$ cat src/rtl/dmem_arbiter.sv
// Two-port arbiter in front of the single-port data memory: registered grant, req/ack handshake.
// Define DMEM_ARB_CPU_PRIO_EN for fixed port-0 priority; round-robin otherwise.
module dmem_arbiter #(
    parameter int ADDR_W = 32,
    parameter int DATA_W = 32,
    parameter int CNT_W  = 16
) (
    input  logic              clk,
    input  logic              rst,
    input  logic              req0_i,
    input  logic              we0_i,
    input  logic [ADDR_W-1:0] addr0_i,
    input  logic [DATA_W-1:0] wdata0_i,
    output logic              ack0_o,
    output logic [DATA_W-1:0] rdata0_o,
    output logic              stall0_o,
    input  logic              req1_i,
    input  logic              we1_i,
    input  logic [ADDR_W-1:0] addr1_i,
    input  logic [DATA_W-1:0] wdata1_i,
    output logic              ack1_o,
    output logic [DATA_W-1:0] rdata1_o,
    output logic [ADDR_W-1:0] dmem_addr_o,
    output logic              dmem_we_o,
    output logic [DATA_W-1:0] dmem_wdata_o,
    input  logic [DATA_W-1:0] dmem_rdata_i,
    output logic [CNT_W-1:0]  contend_o
);

    typedef enum logic [1:0] {
        NONE = 2'd0,
        G0   = 2'd1,
        G1   = 2'd2
    } grant_e;

    grant_e           grant_q, grant_d;
    logic             rr_last_q, rr_last_d;
    logic [CNT_W-1:0] contend_q, contend_d;
    logic             elig0, elig1;

    always_ff @(posedge clk or posedge rst) begin
        if (rst) begin
            grant_q   <= NONE;
            rr_last_q <= 1'b1;
            contend_q <= '0;
        end else begin
            grant_q   <= grant_d;
            rr_last_q <= rr_last_d;
            contend_q <= contend_d;
        end
    end

    always_comb begin
        // A port acked this cycle drops its request after the ack, so it is not re-eligible.
        elig0   = req0_i & (grant_q != G0);
        elig1   = req1_i & (grant_q != G1);
        grant_d = NONE;
`ifdef DMEM_ARB_CPU_PRIO_EN
        if (elig0)
            grant_d = G0;
        else if (elig1)
            grant_d = G1;
`else
        if (elig0 && elig1)
            grant_d = rr_last_q ? G0 : G1;
        else if (elig0)
            grant_d = G0;
        else if (elig1)
            grant_d = G1;
`endif
        rr_last_d = rr_last_q;
        if (grant_q == G0)
            rr_last_d = 1'b0;
        else if (grant_q == G1)
            rr_last_d = 1'b1;
        contend_d = contend_q;
        if (elig0 && elig1 && (contend_q != '1))
            contend_d = contend_q + CNT_W'(1);
    end

    always_comb begin
        ack0_o       = (grant_q == G0);
        ack1_o       = (grant_q == G1);
        dmem_addr_o  = '0;
        dmem_we_o    = 1'b0;
        dmem_wdata_o = '0;
        // Write is gated by req so a requester that withdrew early never stores.
        unique case (grant_q)
            G0: begin
                dmem_addr_o  = addr0_i;
                dmem_we_o    = we0_i & req0_i;
                dmem_wdata_o = wdata0_i;
            end
            G1: begin
                dmem_addr_o  = addr1_i;
                dmem_we_o    = we1_i & req1_i;
                dmem_wdata_o = wdata1_i;
            end
            default: ;
        endcase
        rdata0_o  = (grant_q == G0) ? dmem_rdata_i : '0;
        rdata1_o  = (grant_q == G1) ? dmem_rdata_i : '0;
        stall0_o  = req0_i & (grant_q != G0);
        contend_o = contend_q;
    end

endmodule
$ cat config.mk
export PLATFORM = sky130hd
export DESIGN_NAME = dmem_arbiter
export DESIGN_NICKNAME = d
export VERILOG_FILES = /design/src/rtl/dmem_arbiter.sv
export SDC_FILE = /design/constraint.sdc
export NUM_CORES = 1
export LEC_CHECK = 0
export CORE_AREA = 5 5 120 122
export CTS_CLUSTER_DIAMETER = 100
export DETAILED_ROUTE_END_ITERATION = 16
export DIE_AREA = 0 0 125 127
export GPL_ROUTABILITY_DRIVEN = 0
export SLEW_MARGIN = 30
export SYNTH_ARGS = -nofsm -noshare
export SYNTH_HDL_FRONTEND = slang
export SYNTH_SLANG_ARGS = --single-unit
$ cat constraint.sdc
create_clock -name clk -period 6.5 [get_ports clk]
set_clock_uncertainty 0.05 [all_clocks]
set_input_delay 0.65 -clock clk [delete_from_list [all_inputs] [get_ports clk]]
set_output_delay 0.65 -clock clk [all_outputs]
set_load 0.02 [all_outputs]
=== Yosys cells after proc, flatten, opt, wreduce, memory -nomap -nowiden ===
Cells that the tools add are included.
W data, S select, Z words.

* Register bits after elaboration: 19
* Input bits: 166
* Word-level logic and storage cells: 27
* Output and inout bits: 148

* Bitwise operators: 4
* Eq/ne operators: 5
* Add/sub/neg operators: 1
* Multiplexer cells: 11
* Reduce and logical (&&, ||, !) cells: 3

{| class="wikitable"
|+ Operators with widths
! kind !! count
|-
| $pmux W32 S2 || 2
|-
| $mux W32 || 2
|-
| $add A16 B1 Y16 const B || 1
|-
| $ne A16 B16 Y1 const B || 1
|-
| $mux W2 || 4
|-
| $and A1 B1 Y1 || 4
|-
| $eq A2 B1 Y1 const B || 1
|-
| $eq A2 B2 Y1 const B || 1
|-
| $logic_and A1 B1 Y1 || 2
|-
| $mux W1 || 2
|-
| $ne A2 B1 Y1 const B || 1
|-
| $ne A2 B2 Y1 const B || 1
|-
| $pmux W1 S2 || 1
|-
| $reduce_bool A2 Y1 || 1
|}

=== Logic depth before layout (Yosys ltp) ===
Gate-level depths: netlist (run 1).

* Depth in word-level cells: 5
* Depth in mapped cells: 8

=== Worst setup path before layout (run 1) ===
Ideal clock, no wire load.

* Path kind: register -> output
* Start point: register grant_q[0]
* End point: output port dmem_addr_o[12]
* Data arrival time: 1.733 ns
* Path slack: 4.067 ns
* Data required time: 5.800 ns
* Path buffers: 2
* Stages on the path, launching flop included: 7
* Path through: dfrtp_1 inv_1 ha_1 nor2b_1 clkbuf_1 clkbuf_1 a22o_1

* Longest elaborated chain between the ends: 2
* Elaborated cells on any way between the ends: 3
* Those cells by class: eq/ne: 2; mux: 1

{| class="wikitable"
|+ Ends and longest elaborated chain
! item !! line !! source
|-
| from (decl) || 36 || <nowiki>grant_e grant_q, grant_d;</nowiki>
|-
| from (signal assigned) || 47 || <nowiki>grant_q <= grant_d;</nowiki>
|-
| $eq A2 B2 Y1 / $eq A2 B1 Y1 (equally long branches) || 88 || <nowiki>unique case (grant_q)</nowiki>
|-
| $pmux W32 S2 (*) || 88 ||
|-
| to (decl) || 23 || <nowiki>output logic [ADDR_W-1:0] dmem_addr_o,</nowiki>
|}

Every way passes the cells marked *; elsewhere a longest branch is shown, timed or not.

=== Worst setup path after layout (run 1) ===
* Start point: register grant_q[1]
* End point: output port dmem_addr_o[25]

The elaborated chain is that of the path after synthesis.

==> qor.txt, run 1 <==
Status - finished clean
Leakage power - 2.101 nW
Total CTS buffers - 3
DPL Wire Length - 11090 µm
Grt ovf - 0
WS Path Type - reg -> out
Initial antenna violation count - 0
Cell chain of the critical path - inv_1, ha_1, nor2b_4, buf_4, a22o_1, clkdlybuf4s50_1
R2r startpoint - grant_q[0]
Max VDD drop - 0.1120 mV
Post-synthesis register bit count - 19
Via count - 3169
CTS resizes - 0
Critical path's largest stage delay - 0.68 ns
Post-Synthesis Cell Area - 2090 µm²
CTS tree - yes
R2R cell count - 6
Post-synthesis sequential area ratio - 22.81%
Initial core utilization - 15.97%
Share of post-route cells with drive strength above 1 - 3.119%
Vias in the first global route - 3211
Unrepaired setup endpoints after global routing - no
Setup violations, final - 0
Setup Buffers After CTS - 0
Setup tns final - 0 ns
Row count - 42
Clock transition at the registers of the reported paths - 0.05 ns
Via/cell ratio - 4.395
CP Capture Type - primary output
Port Buffers - 313
Crit path time final - 4.130 ns
Core area - 13090 µm²
Final max-slew violation count - 0
Asr flop ratio synth - 100.0%
Residual DRC - 0
Crit path arrival time - 3.43 ns
Reg-to-reg slack, setup - 3.78 ns
Inst Count DP - 717
Nets - 717
Synth cell types - 32
Most frequent cells in the layout - 313 x clkdlybuf4s50_1, 64 x a22o_1, 64 x and2_1
FMAX - 242.1 MHz
Hold path startpoint - rr_last_q
CP max-delay cell - ha_1
R2R Path End - contend_o[15]
Prevailing post-synth register cell - dfrtp_1
WL/cell - 17.96 µm
Number of cells on the worst hold path - 2
Syn_nets - 419
CTS Buffer Depth - 2
Drt total wl - 12950 µm
Cells after synthesis - 248
WHS Endpoint - rr_last_q
Fin Hold WS - 0.4652 ns
Worst-Margin Slew - 0.8110 ns
Largest net degree at the start of global routing - 65
CP Max Fanout - 42
Chip width - 125 µm
Root buf cell - clkbuf_16
Diode count - 0
Worst Path Required - 5.80 ns
Overall routing resource usage - 14.61%
# Max-Cap Violations - 0
Fin crit share - 63.53%
Sink Count - 19
EDFF count, synth - 0
Clock latency on the worst-skew pair - 0.25 ns
DR iter-0 viols - 114
Synth-to-layout area growth - 161.6%
H-tree depth - 1
Worst slew margin - 45.94%
Final std cells w/o fill - 721
Syn. warnings - 0
Vert. Die Dim - 127 µm
Final Hold Fails - 0
First-pass GRT wire length - 18840 µm
Post-route antenna net violation count - 0
Post-Syn Area per Cell - 8.425 µm²
Most common cell after layout, fill and taps aside - clkdlybuf4s50_1
Die Area - 15880 µm²
Pwr Total - 1.149 mW
Drt first pass iters - 4
HP Class - reg -> reg
CP Launch Type - register
CTS Hold Bufs - 0
Pwr dens - 210.2 nW/µm²
# IOs - 314
[stage by stage]
step | instance area, µm² | util, % | setup WS (ns)
2_1_floorplan | 2090 | - | 4.067
3_3_place_gp | 5381 | 41.13 | 2.658
3_5_place_dp | 5381 | 41.13 | 2.561
4_1_cts | 5464 | 41.76 | 2.299
5_1_grt | 5466 | 41.78 | 2.048
6_report | 5466 | 41.78 | 2.370
[how the worst max path moves through the flow]
stage,start,cells past startpoint,slack [ns],to
after floorplan,grant_q[0],6,4.07,dmem_addr_o[12]
after global placement,grant_q[1],6,2.66,dmem_wdata_o[20]
after detailed placement,grant_q[1],6,2.56,dmem_wdata_o[20]
after CTS,grant_q[1],6,2.30,dmem_wdata_o[20]
after global routing,grant_q[1],6,2.05,dmem_wdata_o[20]
final,grant_q[1],6,2.37,dmem_addr_o[25]
[flip-flops by register name, indices dropped and copies added, names as in the netlist]
signal and flops:
rr_last_q 1, grant_q 2, contend_o 16
[synthesized netlist by cell type (2+ instances only)]
cell type	instances	area [µm²]
a22o_1	64	560.5
and2_1	64	400.4
clkbuf_1	18	67.56
dfrtp_1	18	450.4
xor2_1	10	87.58
nand2_1	8	30.03
nand3_1	7	35.03
inv_1	6	22.52
ha_1	5	62.56
nand4_1	5	31.28
nor4_1	5	31.28
nor2_1	4	15.01
a21oi_1	3	15.01
mux2_2	3	33.78
nor2b_1	3	18.77
o21ai_0	3	15.01
and4_1	2	17.52
buf_1	2	7.510
mux2_1	2	22.52
nor3_1	2	10.01
nor3_2	2	20.02
or3_1	2	12.51
[routing by layer]
metal	wire length, µm	vias to the layer above	track usage [%]
li1	-	1508	-
met2	6696	179	27.05
met5	0	-	0
met3	1008	14	4.048
met1	5039	1468	17.06
met4	206	0	2.551
[cell type report]
cell class / instances / area [µm²]
Inverter: 6 / 22.52
Timing Repair Buffer: 315 / 3148
Sequential cell: 19 / 476.7
Fill cell: 1282 / 7619
Tap cell: 176 / 220.2
Clock inverter: 1 / 7.507
Clock buffer: 3 / 75.07
Multi-Input combinational cell: 201 / 1516
[critical path: cells and delay by family, from the launching register on]
family,cells,cell delay [ns]
buf+inv,3,1.22
fa+ha+maj,1,0.68
simple gates,1,0.64
flops,1,0.40
compound gates,1,0.22
[cell families after synthesis]
family                     share of synthesized area (%)
and+or+nand+nor                                    32.81
buffers and inverters                              5.449
DFF                                                22.81
xor gates and xnor gates                           4.611
AOI/OAI and AO/OA                                  28.62
adders and majority gates                          2.994
muxes                                              2.694
[power breakdown]
part / internal [mW] / switching [mW] / leakage [nW] / total [mW]
Combinational: 0.433 / 0.408 / 1.82 / 0.841
Clock: 0.0832 / 0.0466 / 0.0371 / 0.130
Sequential: 0.145 / 0.0330 / 0.240 / 0.178
Total: 0.661 / 0.488 / 2.10 / 1.15
No activity file was read; power rests on OpenSTA's default activity.
==> run 2, diff against run 1 <==
--- a/config.mk
+++ b/config.mk
@@ -5,10 +5,10 @@
 export SDC_FILE = /design/constraint.sdc
 export NUM_CORES = 1
 export LEC_CHECK = 0
-export CORE_AREA = 5 5 120 122
+export CORE_AREA = 5 5 119 121
 export CTS_CLUSTER_DIAMETER = 100
 export DETAILED_ROUTE_END_ITERATION = 16
-export DIE_AREA = 0 0 125 127
+export DIE_AREA = 0 0 124 126
 export GPL_ROUTABILITY_DRIVEN = 0
 export SLEW_MARGIN = 30
 export SYNTH_ARGS = -nofsm -noshare
==> constraint.sdc (replaced) <==
create_clock -name clk -period 3.6 [get_ports clk]
set_clock_uncertainty 0.05 [all_clocks]
set_input_delay 0.36 -clock clk [delete_from_list [all_inputs] [get_ports clk]]
set_output_delay 0.36 -clock clk [all_outputs]
set_load 0.02 [all_outputs]
==> run 2 against run 1 <==
Against the previous run:
- core utilization grew 0.46 points
- sequential power increased by 81%
- die area decreased by 1.6%
- sequential share of layout area is essentially flat
- clock-buffer cell count rose by 1
- first-iteration DRC count rose by 36%
- worst hold slack lost 0.041 ns
- combinational power grew 84%
- global-route usage increased by 0.95 points
- setup slack worse by 1.9 ns
==> qor.txt, run 2 (same netlist as run 1, synthesis figures left out) <==
Overall routing resource usage - 15.56% (+0.95 points)
CP max-delay cell - clkdlybuf4s50_1
Status - finished clean
Via/cell ratio - 4.317 (-1.8%)
Synth-to-layout area growth - 162.4%
Largest net degree at the start of global routing - 65 (unchanged)
Worst-Margin Slew - 0.7590 ns (-0.05196 ns)
Clock transition at the registers of the reported paths - 0.05 ns (about the same)
Row count - 42 (unchanged)
Total CTS buffers - 3 (unchanged)
Pwr dens - 382.9 nW/µm² (+82%)
Max VDD drop - 0.2155 mV (+92%)
Grt ovf - 0 (unchanged)
CP Capture Type - primary output
Unrepaired setup endpoints after global routing - no
Setup tns final - 0 ns (unchanged)
Setup Buffers After CTS - 0 (unchanged)
Fillers - 1289 (+0.55%)
Port Buffers - 313 (unchanged)
Chip width - 124 µm (-0.80%)
Vert. Die Dim - 126 µm (-0.79%)
CTS resizes - 0 (unchanged)
Cell area after layout - 5483 µm² (+0.30%)
CP Launch Type - register
First-pass GRT wire length - 18830 µm (about the same)
Crit path arrival time - 2.74 ns (-0.69 ns)
FMAX - 317.6 MHz
# IOs - 314 (unchanged)
WS Path Type - reg -> out
Sink Count - 19 (unchanged)
Drt total wl - 13370 µm (+3.2%)
Clock latency on the worst-skew pair - 0.25 ns (about the same)
Residual DRC - 0 (unchanged)
H-tree depth - 1 (unchanged)
Worst Path Required - 3.19 ns (-2.61 ns)
Most common cell after layout, fill and taps aside - clkdlybuf4s50_1
DPL Wire Length - 11560 µm (+4.2%)
Critical path's largest stage delay - 0.67 ns (about the same)
CTS Hold Bufs - 0 (unchanged)
Most frequent cells in the layout - 313 x clkdlybuf4s50_1, 64 x a22o_1, 64 x and2_1
WL/cell - 18.52 µm (+3.1%)
Cell chain of the critical path - inv_1, ha_2, nor2b_4, buf_4, a22o_1, clkdlybuf4s50_1
# Max-Cap Violations - 0 (unchanged)
Post-route antenna net violation count - 0 (unchanged)
Leakage power - 2.110 nW (+0.44%)
Area of the multi-input gates - 1516 µm² (unchanged)
DR iter-0 viols - 155 (+36%)
Worst slew margin - 49.34% (+3.4 points)
Drt first pass iters - 4 (unchanged)
Final Hold Fails - 0 (unchanged)
CP delay by family, top - buffers and inverters
Nets - 718 (+0.14%)
Crit path time final - 3.149 ns
Fin crit share - 87.47%
Sequential cell area - 476.7 µm² (unchanged)
Final max-slew violation count - 0 (unchanged)
Setup violations, final - 0 (unchanged)
Placement Cell Area - 5401 µm² (+0.37%)
WP buf/inv - 3 (unchanged)
Vias in the first global route - 3223 (+0.37%)
Die Area - 15620 µm² (-1.6%)
Initial antenna violation count - 0 (unchanged)
CTS tree - yes
CTS Buffer Depth - 2 (unchanged)
HP Class - reg -> reg
Core area - 12980 µm² (-0.80%)
Root buf cell - clkbuf_16
Max reg flops - 16 (unchanged)
Share of post-route cells with drive strength above 1 - 3.114% (-0.0057 points)
CP Max Fanout - 64 (+52%)
Diode count - 0 (unchanged)
Via count - 3117 (-1.6%)
Initial core utilization - 16.10% (+0.13 points)
==> run 2: cell types whose count changed in the layout (fill, tap and decap cells not counted), sizes merged <==
cell	previous run	this run
clkbuf	3	4
clkinvlp	1	0
buf	2	3
==> run 2: path summary, 6_finish.rpt <==
| path | cells after the start | endpoint | slack [ns] | startpoint |
|---|---|---|---|---|
| hold reg to reg | 2 | rr_last_q | 0.42 | rr_last_q |
| min in group asynchronous | 2 | contend_o[15] | 0.49 | rst |
| max in group asynchronous | 2 | grant_q[1] | 2.53 | rst |
| hold / removal | 2 | rr_last_q | 0.42 | rr_last_q |
| setup / recovery | 6 | dmem_addr_o[13] | 0.45 | grant_q[0] |
| setup reg to reg | 6 | contend_o[15] | 0.90 | grant_q[0] |
==> run 2: through the flow <==
step	power, mW	setup WS (ns)	hold slack, ns	utilization (%)	std cells
after global routing	2.222	0.3129	0.4513	42.24	722
after detailed placement	1.887	0.6559	0.4253	41.61	718
after floorplan	1.038	1.394	0.2604	-	248
after CTS	2.127	0.4024	0.4327	42.22	722
after global placement	1.877	0.6879	0.4238	41.61	718
final	2.099	0.4511	0.4239	42.24	722
==> run 2: per-layer routing <==
metal,wire length [µm],vias to the layer above,track usage (%)
li1,-,1510,-
met2,6787,162,28.25
met3,1478,13,5.067
met5,0,-,0
met4,182,0,3.028
met1,4919,1432,17.66
==> run 2: power by group <==
group	switching, mW	internal, mW
Sequential	0.0615	0.262
Clock	0.0772	0.151
Combinational	0.759	0.789
Total	0.898	1.20
==> run 2: worst min-delay path, delay by kind of cell (launching register included) <==
family	cells	cell delay (ns)
buffers and inverters	1	0.04
DFF	1	0.37
AOI/OAI and AO/OA	1	0.05
==> run 2: final cells by class <==
cell class,count,share of cell area [%]
Multi-Input combinational cell,201,27.66
Inverter,6,0.4108
Timing Repair Buffer,316,57.78
Sequential cell,19,8.695
Clock buffer,4,1.438
Tap cell,176,4.016
